File: config.mk
export PLATFORM = sky130hd
export DESIGN_NAME = delay_arbiter
export DESIGN_NICKNAME = d
export VERILOG_FILES = /design/src/rtl/delay_arb_pkg.sv /design/src/rtl/rr_arbiter.sv /design/src/rtl/delay_arbiter.sv
export SDC_FILE = /design/constraint.sdc
export NUM_CORES = 1
export LEC_CHECK = 0
export CAP_MARGIN = 20
export CORE_UTILIZATION = 52
export DETAILED_ROUTE_END_ITERATION = 16
export PLACE_DENSITY = 0.91
export SLEW_MARGIN = 10
export SYNTH_ARGS = -nofsm -noshare
export SYNTH_HDL_FRONTEND = slang
export SYNTH_HIERARCHICAL = 1
export SYNTH_SLANG_ARGS = --single-unit
File: constraint.sdc
create_clock -name clk -period 8.4 [get_ports clk]
set_input_delay 2.52 -clock clk [delete_from_list [all_inputs] [get_ports clk]]
set_output_delay 2.52 -clock clk [all_outputs]
set_load 0.005 [all_outputs]
File: src/rtl/delay_arb_pkg.sv
// Shared types and helpers for the delay arbiter: FSM state encoding,
// ID width helper and round-robin index / one-hot functions.
package delay_arb_pkg;

  typedef enum logic {
    ST_IDLE = 1'b0,
    ST_RUN  = 1'b1
  } state_t;

  // Widest requester vector the one-hot helper can produce.
  localparam int MAX_REQ = 32;

  // Width of an index into n requesters; never narrower than one bit.
  function automatic int id_width(input int n);
    return (n <= 2) ? 1 : $clog2(n);
  endfunction

  // Next index in round-robin order, wrapping at n.
  function automatic int unsigned rr_next(input int unsigned idx, input int unsigned n);
    return (idx + 1 >= n) ? 0 : idx + 1;
  endfunction

  function automatic logic [MAX_REQ-1:0] to_onehot(input int unsigned idx);
    return MAX_REQ'(1) << idx;
  endfunction

endpackage

File: src/rtl/rr_arbiter.sv
// Combinational round-robin picker: first set request strictly after the
// pointer, wrapping around; the pointer itself is considered last.
module rr_arbiter
  import delay_arb_pkg::*;
#(
  parameter int NUM_REQ = 4,
  parameter int ID_W    = 2
) (
  input  logic [NUM_REQ-1:0] req,
  input  logic [ID_W-1:0]    pointer,
  output logic [NUM_REQ-1:0] winner_oh,
  output logic [ID_W-1:0]    winner_idx,
  output logic               valid
);

  always_comb begin
    int unsigned idx;
    // NOTE: every output gets a default before the search so no path through
    // this block leaves a value unassigned, which would infer a latch.
    winner_oh  = '0;
    winner_idx = '0;
    valid      = 1'b0;
    idx        = int'(pointer);
    for (int i = 0; i < NUM_REQ; i++) begin
      idx = rr_next(idx, NUM_REQ);
      if (!valid && req[ID_W'(idx)]) begin
        valid      = 1'b1;
        winner_idx = ID_W'(idx);
        winner_oh  = NUM_REQ'(to_onehot(idx));
      end
    end
  end

endmodule

File: src/rtl/delay_arbiter.sv
// One programmable delay counter shared round-robin among NUM_REQ requesters.
// Optional `pause` input when DELAY_ARB_PAUSE_EN is defined.
module delay_arbiter
  import delay_arb_pkg::*;
#(
  parameter  int NUM_REQ  = 4,
  parameter  int CNT_BITS = 8,
  localparam int ID_W     = id_width(NUM_REQ)
) (
  input  logic                         clk,
  input  logic                         rst_n,
`ifdef DELAY_ARB_PAUSE_EN
  input  logic                         pause,
`endif
  input  logic [NUM_REQ-1:0]           req,
  input  logic [NUM_REQ*CNT_BITS-1:0]  req_len,
  output logic [NUM_REQ-1:0]           grant,
  output logic [ID_W-1:0]              active_id,
  output logic [CNT_BITS-1:0]          count,
  output logic                         busy,
  output logic [NUM_REQ-1:0]           done
);

  state_t              state;
  logic [ID_W-1:0]     ptr;
  logic [CNT_BITS-1:0] len_q;

  logic [NUM_REQ-1:0]  win_oh;
  logic [ID_W-1:0]     win_idx;
  logic                win_valid;
  logic [CNT_BITS-1:0] win_len;
  logic                hold;

  rr_arbiter #(
    .NUM_REQ (NUM_REQ),
    .ID_W    (ID_W)
  ) u_rr (
    .req        (req),
    .pointer    (ptr),
    .winner_oh  (win_oh),
    .winner_idx (win_idx),
    .valid      (win_valid)
  );

  assign win_len = req_len[win_idx*CNT_BITS +: CNT_BITS];

`ifdef DELAY_ARB_PAUSE_EN
  assign hold = pause;
`else
  assign hold = 1'b0;
`endif

  // NOTE: all state below uses non-blocking assignments so every register
  // samples pre-edge values, independent of statement order.
  always_ff @(posedge clk or negedge rst_n) begin
    if (!rst_n) begin
      state     <= ST_IDLE;
      ptr       <= ID_W'(NUM_REQ - 1);
      len_q     <= '0;
      grant     <= '0;
      active_id <= '0;
      count     <= '0;
      busy      <= 1'b0;
      done      <= '0;
    end else begin
      done <= '0;
      case (state)
        ST_IDLE: begin
          if (win_valid) begin
            len_q     <= win_len;
            grant     <= win_oh;
            active_id <= win_idx;
            count     <= '0;
            busy      <= 1'b1;
            ptr       <= win_idx;
            state     <= ST_RUN;
          end
        end
        ST_RUN: begin
          // Abort has priority over both pause and completion.
          if (!req[active_id]) begin
            grant     <= '0;
            active_id <= '0;
            count     <= '0;
            busy      <= 1'b0;
            state     <= ST_IDLE;
          end else if (hold) begin
            count <= count;
          end else if (count == len_q) begin
            done      <= grant;
            grant     <= '0;
            active_id <= '0;
            count     <= '0;
            busy      <= 1'b0;
            state     <= ST_IDLE;
          end else begin
            count <= count + 1'b1;
          end
        end
        default: state <= ST_IDLE;
      endcase
    end
  end

endmodule
# Word-level counts from Yosys, hierarchy flattened

Index checks and enable logic that the tools add are counted.

Reductions and logical operators: 8
$add $sub $neg: 5
Equal/unequal tests: 3
Shifts and indexed selects: 5
Bitwise operators: 1
Multiplexer cells: 49
Magnitude comparators: 9

Operator list:

| operator              | number |
|---|---|
| $mux 32               | 4 |
| $shl 1x32->4 const A  | 4 |
| $add 32x1->32 const B | 3 |
| $ge 32x3->1 const B   | 3 |
| $mux 4                | 10 |
| $shiftx 32x6->8       | 1 |
| $mux 8                | 3 |
| $pmux 8 s2            | 1 |
| $lt 2x3->1 const B    | 5 |
| $mux 1                | 15 |
| $mux 2                | 7 |
| $bmux 1 s2            | 5 |
| $add 8x1->8 const B   | 1 |
| $eq 8x8->1            | 1 |
| $pmux 4 s2            | 1 |
| $pmux 1 s2            | 2 |
| $pmux 2 s2            | 1 |
| $reduce_and 2->1      | 2 |
| $add 2x1->3 const B   | 1 |
| $ge 3x3->1 const B    | 1 |
| $logic_and 1x1->1     | 3 |
| $logic_not 1->1       | 3 |
| $ne 3x2->1 const B    | 1 |
| $ne 2x1->1 const B    | 1 |
| $not 1->1             | 1 |

Output and inout port bits: 19
Register bits after elaboration: 30
Bits of input ports: 38
Logic and storage cells: 88

# Longest topological paths before layout

Gate-level depths: netlist (run 1).

Depth in word-level cells: 18
Depth in mapped cells: 12
Gate-level depth less buffers: 10

# Hierarchy

Netlist (run 1), hierarchy kept.

By module, submodules not included:

| module        | sequential area each (µm²) | cells an instance | times used | area each (µm²) |
|---|---|---|---|---|
| delay_arbiter | 753.2                      | 121               | 1          | 1,542.7 |
| rr_arbiter    | 0.0                        | 72                | 1          | 564.3 |

# Least setup slack after synthesis (run 1)

Ideal clock, no wire load.

Path kind: in2reg
Start: in req[0]
End: reg len_q[0]
Setup slack: 3.592 ns
Arrival: 4.684 ns
Path buffers: 1
Setup time: 0.125 ns
Cell stages on the path: 7
Cells stage by stage: mux2_4 or4_4 a21oi_4 a211o_1 buf_2 mux4_2 mux2_2

Word-level cells in the longest chain between the ends: 13
Elaborated cells between the ends (all ways): 24
Those cells by class: 1 x shift; 16 x mux; 7 x reduce/logical

Ends and longest elaborated chain:

| item                         | line                | source |
|---|---|---|
| start: declaration           | delay_arbiter.sv:15 | `input logic [NUM_REQ-1:0] req,` |
| $bmux 1 s2                   | rr_arbiter.sv:26    | `if (!valid && req[ID_W'(idx)]) begin` |
| $mux 1 (not written as such) | rr_arbiter.sv:26    |  |
| $mux 1                       | rr_arbiter.sv:26    |  |
| $logic_not 1->1              | rr_arbiter.sv:26    |  |
| $logic_and 1x1->1            | rr_arbiter.sv:26    |  |
| $mux 1                       | rr_arbiter.sv:26    |  |
| $logic_not 1->1              | rr_arbiter.sv:26    |  |
| $logic_and 1x1->1            | rr_arbiter.sv:26    |  |
| $mux 1                       | rr_arbiter.sv:26    |  |
| $logic_not 1->1              | rr_arbiter.sv:26    |  |
| $logic_and 1x1->1            | rr_arbiter.sv:26    |  |
| $mux 2 (*)                   | rr_arbiter.sv:26    |  |
| named net win_idx[0]         | delay_arbiter.sv:29 | `logic [ID_W-1:0] win_idx;` |
| $shiftx 32x6->8 (*)          | delay_arbiter.sv:45 | `assign win_len = req_len[win_idx*CNT_BITS +: CNT_BITS];` |
| end signal: assignment       | delay_arbiter.sv:70 | `len_q <= win_len;` |
| end: declaration             | delay_arbiter.sv:26 | `logic [CNT_BITS-1:0] len_q;` |

The timed path passes the listed nets; every way through them passes the cells marked *. The select of a mux whose other input is x is not followed.
A chain may end at the register's enable or synchronous reset.

# Worst setup path after layout (run 1)

Ends and elaborated chain as after synthesis.

==> summary.md, run 1 <==
| Metric | Value |
|---|---|
| Outcome | completed |
| Kind of end point of the critical path | flip-flop |
| Crit path DAT | 5570 ps |
| Unrepaired setup endpoints after global routing | false |
| Routed vias/inst | 6.36 |
| Antenna violations before repair | 0 |
| Drt first-iter violations | 162 |
| Post-Route Utilization | 0.740 |
| Worst reg2reg setup slack | 4450 ps |
| Pin count of the biggest net entering global routing | 31 |
| Routed wire per std cell | 18.0 um |
| Library cell with the largest summed area after synthesis | sky130_fd_sc_hd__dfrtp_1 |
| Share of layout cells above drive strength 1 | 0.187 |
| Root cell of the clock tree | sky130_fd_sc_hd__clkbuf_8 |
| Die outline area | 4310 um^2 |
| Starting utilization of the core area | 0.559 |
| Final setup violation count | 0 |
| Most area-consuming cells after synthesis | sky130_fd_sc_hd__dfrtp_1 33%, sky130_fd_sc_hd__mux4_2 11%, sky130_fd_sc_hd__mux2_2 5.9% |
| Post-Synthesis Cell Area | 2110 um^2 |
| Commonest cells in the netlist | 28 x sky130_fd_sc_hd__dfrtp_1, 14 x sky130_fd_sc_hd__nand2_1, 13 x sky130_fd_sc_hd__nor2_1 |
| Main synth FF type | sky130_fd_sc_hd__dfrtp_1 |
| Series of cell instances along the critical path | clkdlybuf4s50_1 > mux2_4 > or4_4 > a21oi_4 > a211o_1 > mux4_2 > mux2_2 |
| Portion of the post-synthesis area used by sequential elements | 0.357 |
| Time the worst path needs with I/O delays and setup | 5410 ps |
| Compound-gate portion of the synthesized area | 0.178 |
| Total wire length | 5390 um |
| Final HPWL DP | 3990 um |
| Number of flops mapped to enable cells by yosys | 0 |
| DRT Pass-1 Iters | 4 |
| DRC | 0 |
| Most common cell in the synthesized netlist | sky130_fd_sc_hd__dfrtp_1 |
| Cells after Synth | 193 |
| Startpoint-to-endpoint class of the critical path | in2reg |
| Worst hold path type | reg2reg |
| Fraction of synthesis flops using an asynchronous set or reset pin | 1.00 |
| Portion of the clock cycle consumed by the worst path in the final layout | 0.644 |
| Post-synthesis adder-cell area fraction | 0.0534 |
| Clock Skews | 10.1 ps |
| Count of input and output buffers | 56 |
| Required time of the worst setup path | 8570 ps |
| Dominant combinational cell family by area after synthesis | multiplexers |
| Total setup buffers inserted after CTS | 0 |
| P per Cell Area | 351 nW/um^2 |
| GRT overflow | 0 |
| Share of synthesized area spent on multiplexers | 0.199 |
| # nets final | 297 |
| Synth top area share | 0.333 |
| Largest incremental delay on the critical path | 590 ps |
| Final Hold Violating Endpoints | 0 |
| Final setup TNS | 0 ps |
| Core Area | 3770 um^2 |
| Number of nets still failing antenna checks after routing | 0 |
| Ports placed on the boundary | 57 |
| Wire length of the first global-routing pass | 8970 um |
| Signed area change from the synthesized netlist to the final layout | 32.4% |
| Ys Warns | 6 |
| Startpoint type of the worst setup path | primary input |
| Post-layout instance area | 2790 um^2 |
| Library cells used by synthesis | 49 |
| Total of cells resized after clock tree synthesis | 0 |
| Synthesis-stage register bit count | 30 |
| Leak pwr | 1.15 nW |
| DP Worst Slack | 2710 ps |
| Count of non-filler cells in the finished layout | 299 |
| Post-synthesis average cell area | 10.9 um^2 |
| Sink Count | 30 |
| Final antenna diode count | 0 |
| Simple logic cell fraction of the synthesized area | 0.149 |
| Die outline width | 65.7 um |
| Via count of the first global-routing pass | 1926 |
| Slew of the pin with the lowest slew margin | 992 ps |
| Num CTS Buffers | 5 |
| Synthesized netlist net count | 240 |
| Vias after detailed routing | 1901 |
| Latest clock arrival within the worst-skew pair | 280 ps |
| Number of max-cap violations | 0 |
| H-tree lvl count | 2 |
| DP Area | 2700 um^2 |
| Placed insts | 291 |
| Parity-gate share of the synthesized area counting xor and xnor cells | 0.0333 |
| Max Fclk | 185 MHz |
| Slew margin rel. | 0.339 |
| TritonCTS clock tree | yes |
| Maximum buffer depth of the clock tree | 2 |
| Highest ir drop seen on vdd | 212 uV |
| Global Route Usage Sum | 0.279 |
| Slew Limit Fails | 0 |
| Min setup slack post-route | 2990 ps |
| Crit Path Max Fanout | 10 |
| Fillers | 267 |
| Floorplan die height | 65.7 um |
| Count of hold buffers inserted by post-cts repair | 0 |
| Worst-path cell with the longest stage delay | sky130_fd_sc_hd__mux4_2 |
| Placer's final routability congestion estimate | 0.855 |
| # rows | 22 |
| Worst-path clk slew | 70 ps |
per-layer routing:
metal | wire length (um) | global-route usage
met4 | 131 | 0.111
met2 | 2820 | 0.487
met3 | 377 | 0.0608
met5 | 0 | 0
met1 | 2060 | 0.329
area by class of cell:
type                    instances  area [um^2]  area share
multi-input cells             150         1290       0.463
repair buffers                 58          576       0.206
well taps                      48         60.1      0.0215
inverters                       5         18.8     0.00673
clock buffers                   7         86.3      0.0309
flip-flops and latches         30          753       0.270
clock inverters                 1         5.00     0.00179
worst paths after layout:
| path | from | endpoint | cells past startpoint |
|---|---|---|---|
| worst min register to register | busy | busy | 1 |
| max in group asynchronous | rst_n | ptr[0] | 2 |
| min in group asynchronous | rst_n | count[4] | 2 |
| worst max-delay path | req[0] | len_q[0] | 7 |
| worst max register to register | ptr[0] | len_q[0] | 9 |
| worst min-delay path | busy | busy | 1 |
metrics by stage:
stage / total power, W / hold slack [ps]
finish: 0.000978 / 480
global placement: 0.000815 / 459
detailed placement: 0.000846 / 467
global route: 0.00104 / 494
floorplan: 0.000706 / 474
CTS: 0.000971 / 482
flip-flops by register name, summed over array words and instances (netlist names):
name       cells
state          1
len_q          8
done           4
count          8
ptr            2
grant          4
active_id      2
busy           1
cells by family (layout without fill, tap and decap cells):
family	count (synthesis)	count (layout)
and+or+nand+nor	58	58
buffers and inverters	13	71
xor gates and xnor gates	8	8
adders and majority gates	9	9
DFF	30	30
AOI/OAI and AO/OA	48	48
muxes	27	27
worst max-delay path, delay by kind of cell:
family | cells | cell delay, ps
muxes | 3 | 1240
AOI/OAI and AO/OA | 2 | 720
buffers and inverters | 1 | 540
and+or+nand+nor | 1 | 540
power by group:
part           switching [W]  leakage (nW)  internal, W
clock              0.0000542        0.0482    0.0000660
combinational       0.000294         0.715     0.000314
sequential         0.0000555         0.383     0.000195
total               0.000403          1.15     0.000575
placed cells by master, fill, tap and decap left out, drive strengths merged, types with 5 or more instances in the layout:
cell type      netlist  routed
o22ai                5       5
o21ai                5       5
a22o                 8       8
and3                 6       6
dfrtp               28      28
clkdlybuf4s50        0      56
a21oi                8       8
mux4                10      10
xnor2                8       8
inv                  5       5
ha                   9       9
mux2                13      13
nand2               14      14
nand3                6       6
nor2                13      13
a221o                5       5
clkbuf               2       7
Note: power is estimated with default switching activity, not from simulation.
==> run 2: changes to the inputs <==
CORE_UTILIZATION = 49   (was 52)
PLACE_DENSITY = 0.87   (was 0.91)
clock period = 5.4 ns   (was 8.4 ns; I/O delays follow)
==> run 2 against run 1 <==
Sequential power rose by 55%. Via count fell by 6.3%. Core utilization fell by 5.2 points. Critical path depth did not move. Cell area barely moved. Setup slack got worse by 2000 ps. Sequential share of layout area barely moved. Final cell count rose by 0.67%. Non-clock buffer count did not move. Clock-buffer cell count did not move. Clock skew fell by 5.2 ps. Combinational power rose by 50%. Critical path type unchanged. Critical endpoint is now len_q[6]. Largest power group unchanged. Highest routed layer unchanged.
==> summary.md, run 2 (synthesis results as in run 1) <==
| Metric | Value |
|---|---|
| Maximum buffer depth of the clock tree | 2 (unchanged) |
| Startpoint-to-endpoint class of the critical path | in2reg |
| Routed wire per std cell | 16.1 um (-10%) |
| Leak pwr | 1.15 nW (unchanged) |
| Floorplan die height | 67.6 um (+2.9%) |
| Wire length of the first global-routing pass | 7960 um (-11%) |
| Sum of met2 wire segment lengths after detailed routing | 2400 um (-15%) |
| Kind of end point of the critical path | flip-flop |
| Number of nets still failing antenna checks after routing | 0 (unchanged) |
| Share of layout cells above drive strength 1 | 0.187 (unchanged) |
| GRT overflow | 0 (unchanged) |
| Crit Path Max Fanout | 10 (unchanged) |
| Clock network fraction of total power | 0.125 (+0.002) |
| Clock Skews | 4.81 ps (-5.25 ps) |
| Total of cells resized after clock tree synthesis | 0 (unchanged) |
| Outcome | completed |
| Switching power as a share of total power | 0.401 (-0.0119) |
| Number of cells on the worst hold path | 1 (unchanged) |
| TritonCTS clock tree | yes |
| Highest ir drop seen on vdd | 313 uV (+48%) |
| Terminus of the critical flop-to-flop path | len_q[6] |
| Crit path DAT | 4610 ps (-960 ps) |
| Placer's final routability congestion estimate | 0.923 (+8.0%) |
| Latest clock arrival within the worst-skew pair | 280 ps (about the same) |
| Highest-count cells in the layout ignoring fill and taps | 56 x sky130_fd_sc_hd__clkdlybuf4s50_1, 28 x sky130_fd_sc_hd__dfrtp_1, 14 x sky130_fd_sc_hd__nand2_1 |
| Number of cells on the worst reg-to-reg path | 9 (unchanged) |
| Count of input and output buffers | 56 (unchanged) |
| Core Area | 4060 um^2 (+7.6%) |
| Unrepaired setup endpoints after global routing | false |
| Portion of the clock cycle consumed by the worst path in the final layout | 0.823 |
| # nets final | 297 (unchanged) |
| Switching Power | 0.000595 W (+48%) |
| DRT Pass-1 Iters | 4 (unchanged) |
| Met1 routed wirelength after detailed routing | 2210 um (+7.5%) |
| Most common cell after layout, fill and taps aside | sky130_fd_sc_hd__clkdlybuf4s50_1 |
| Combinational cell fraction of total power | 0.614 (-0.007) |
| Worst-path clk slew | 70 ps (about the same) |
| Startpoint of the most critical setup path | req[0] |
| Die outline width | 67.6 um (+2.9%) |
| Number of max-cap violations | 0 (unchanged) |
| Worst hold slack | 492 ps (+11.9 ps) |
| Total setup buffers inserted after CTS | 0 (unchanged) |
| Total wire length | 4860 um (-9.8%) |
| Ports placed on the boundary | 57 (unchanged) |
| Final setup violation count | 0 (unchanged) |
| Final antenna diode count | 0 (unchanged) |
| Die outline area | 4570 um^2 (+5.9%) |
| Routed vias/inst | 5.92 (-6.9%) |
| Startpoint type of the worst setup path | primary input |
| FF-to-FF Start | ptr[0] |
| Slew of the pin with the lowest slew margin | 906 ps (-86.0 ps) |
| Starting utilization of the core area | 0.519 (-0.0395) |
| Max Fclk | 225 MHz |
| Count of hold buffers inserted by post-cts repair | 0 (unchanged) |
| Antenna violations before repair | 0 (unchanged) |
| Cell Int Power | 0.000891 W (+55%) |
| Drt first-iter violations | 105 (-35%) |
| Top routing layer in use | met4 |
| Worst hold path type | reg2reg |
| Largest registers | count (8), len_q (8) |
| Via count of the first global-routing pass | 1711 (-11%) |
| Sink Count | 30 (unchanged) |
| Time the worst path needs with I/O delays and setup | 4440 ps |
| Final Hold Violating Endpoints | 0 (unchanged) |
| Worst reg2reg setup slack | 1510 ps (-2940 ps) |
| Met3 routed wirelength | 236 um (-37%) |
| Signed area change from the synthesized netlist to the final layout | 32.5% (about the same) |
| Num CTS Buffers | 5 (unchanged) |
| Fillers | 305 (+14%) |
| Min setup slack post-route | 957 ps (-2040 ps) |
| DP Worst Slack | 647 ps (-2060 ps) |
| Terminating pin of the worst hold path | busy |
| Slew margin rel. | 0.396 (+0.0573) |
| # rows | 23 (+4.5%) |
| P per Cell Area | 532 nW/um^2 (+52%) |
| Pin count of the biggest net entering global routing | 31 (unchanged) |
| Critical hold path startpoint | busy |
| Final setup TNS | 0 ps (unchanged) |
| Required time of the worst setup path | 5570 ps (-3000 ps) |
| DRC | 0 (unchanged) |
| Final HPWL DP | 3660 um (-8.4%) |
| Vias after detailed routing | 1781 (-6.3%) |
| H-tree lvl count | 2 (unchanged) |
| Slew Limit Fails | 0 (unchanged) |
| Fraction of power consumed by sequential logic | 0.260 (+0.004) |
| Root cell of the clock tree | sky130_fd_sc_hd__clkbuf_8 |
| Global Route Usage Sum | 0.234 (-0.0454) |
[run 2: cell counts in the layout (fill, tap and decap cells not counted)]
No cell type changed its count.
[run 2: power groups by stage]
stage / clock network [W] / logic [W] / registers [W]
3_5_place_dp: 0 / 0.000910 / 0.000390
3_3_place_gp: 0 / 0.000890 / 0.000387
2_1_floorplan: 0 / 0.000735 / 0.000364
5_1_grt: 0.000201 / 0.00100 / 0.000401
6_report: 0.000186 / 0.000913 / 0.000387
4_1_cts: 0.000189 / 0.000914 / 0.000386
[run 2: routing by layer]
layer	GRT usage	vias up
li1	-	856
met1	0.316	854
met2	0.370	69
met3	0.0456	2
met4	0.0798	0
met5	0	-
[run 2: layout make-up]
class / count / area (um^2) / area share
inverters: 5 / 18.8 / 0.00672
clock inverters: 1 / 5.00 / 0.00179
repair buffers: 58 / 576 / 0.206
multi-input cells: 150 / 1290 / 0.462
well taps: 50 / 62.6 / 0.0224
flip-flops and latches: 30 / 753 / 0.270
clock buffers: 7 / 86.3 / 0.0309
[run 2: how the worst max path moves through the flow]
stage                to  slack (ps)  depth (start not counted)
4_1_cts        len_q[6]         950                          7
5_1_grt        len_q[6]         820                          8
3_3_place_gp   len_q[2]         700                          7
3_5_place_dp   len_q[6]         650                          7
2_1_floorplan  len_q[0]        1490                          7
6_report       len_q[6]         960                          7
[run 2: critical path, stage by stage]
cell and delay, ps:
sky130_fd_sc_hd__clkdlybuf4s50_1 530, sky130_fd_sc_hd__mux2_4 370, sky130_fd_sc_hd__or4_4 540, sky130_fd_sc_hd__a21oi_4 210, sky130_fd_sc_hd__a211o_1 490, sky130_fd_sc_hd__mux4_2 570
sky130_fd_sc_hd__mux2_2 280
[run 2: per-stage QoR]
stage / utilization / cell area [um^2] / total power [W] / std cells
floorplan: - / 2110 / 0.00110 / 193
global placement: 0.666 / 2700 / 0.00128 / 293
detailed placement: 0.666 / 2700 / 0.00130 / 293
CTS: 0.688 / 2790 / 0.00149 / 301
global route: 0.688 / 2790 / 0.00160 / 301
finish: 0.688 / 2790 / 0.00149 / 301
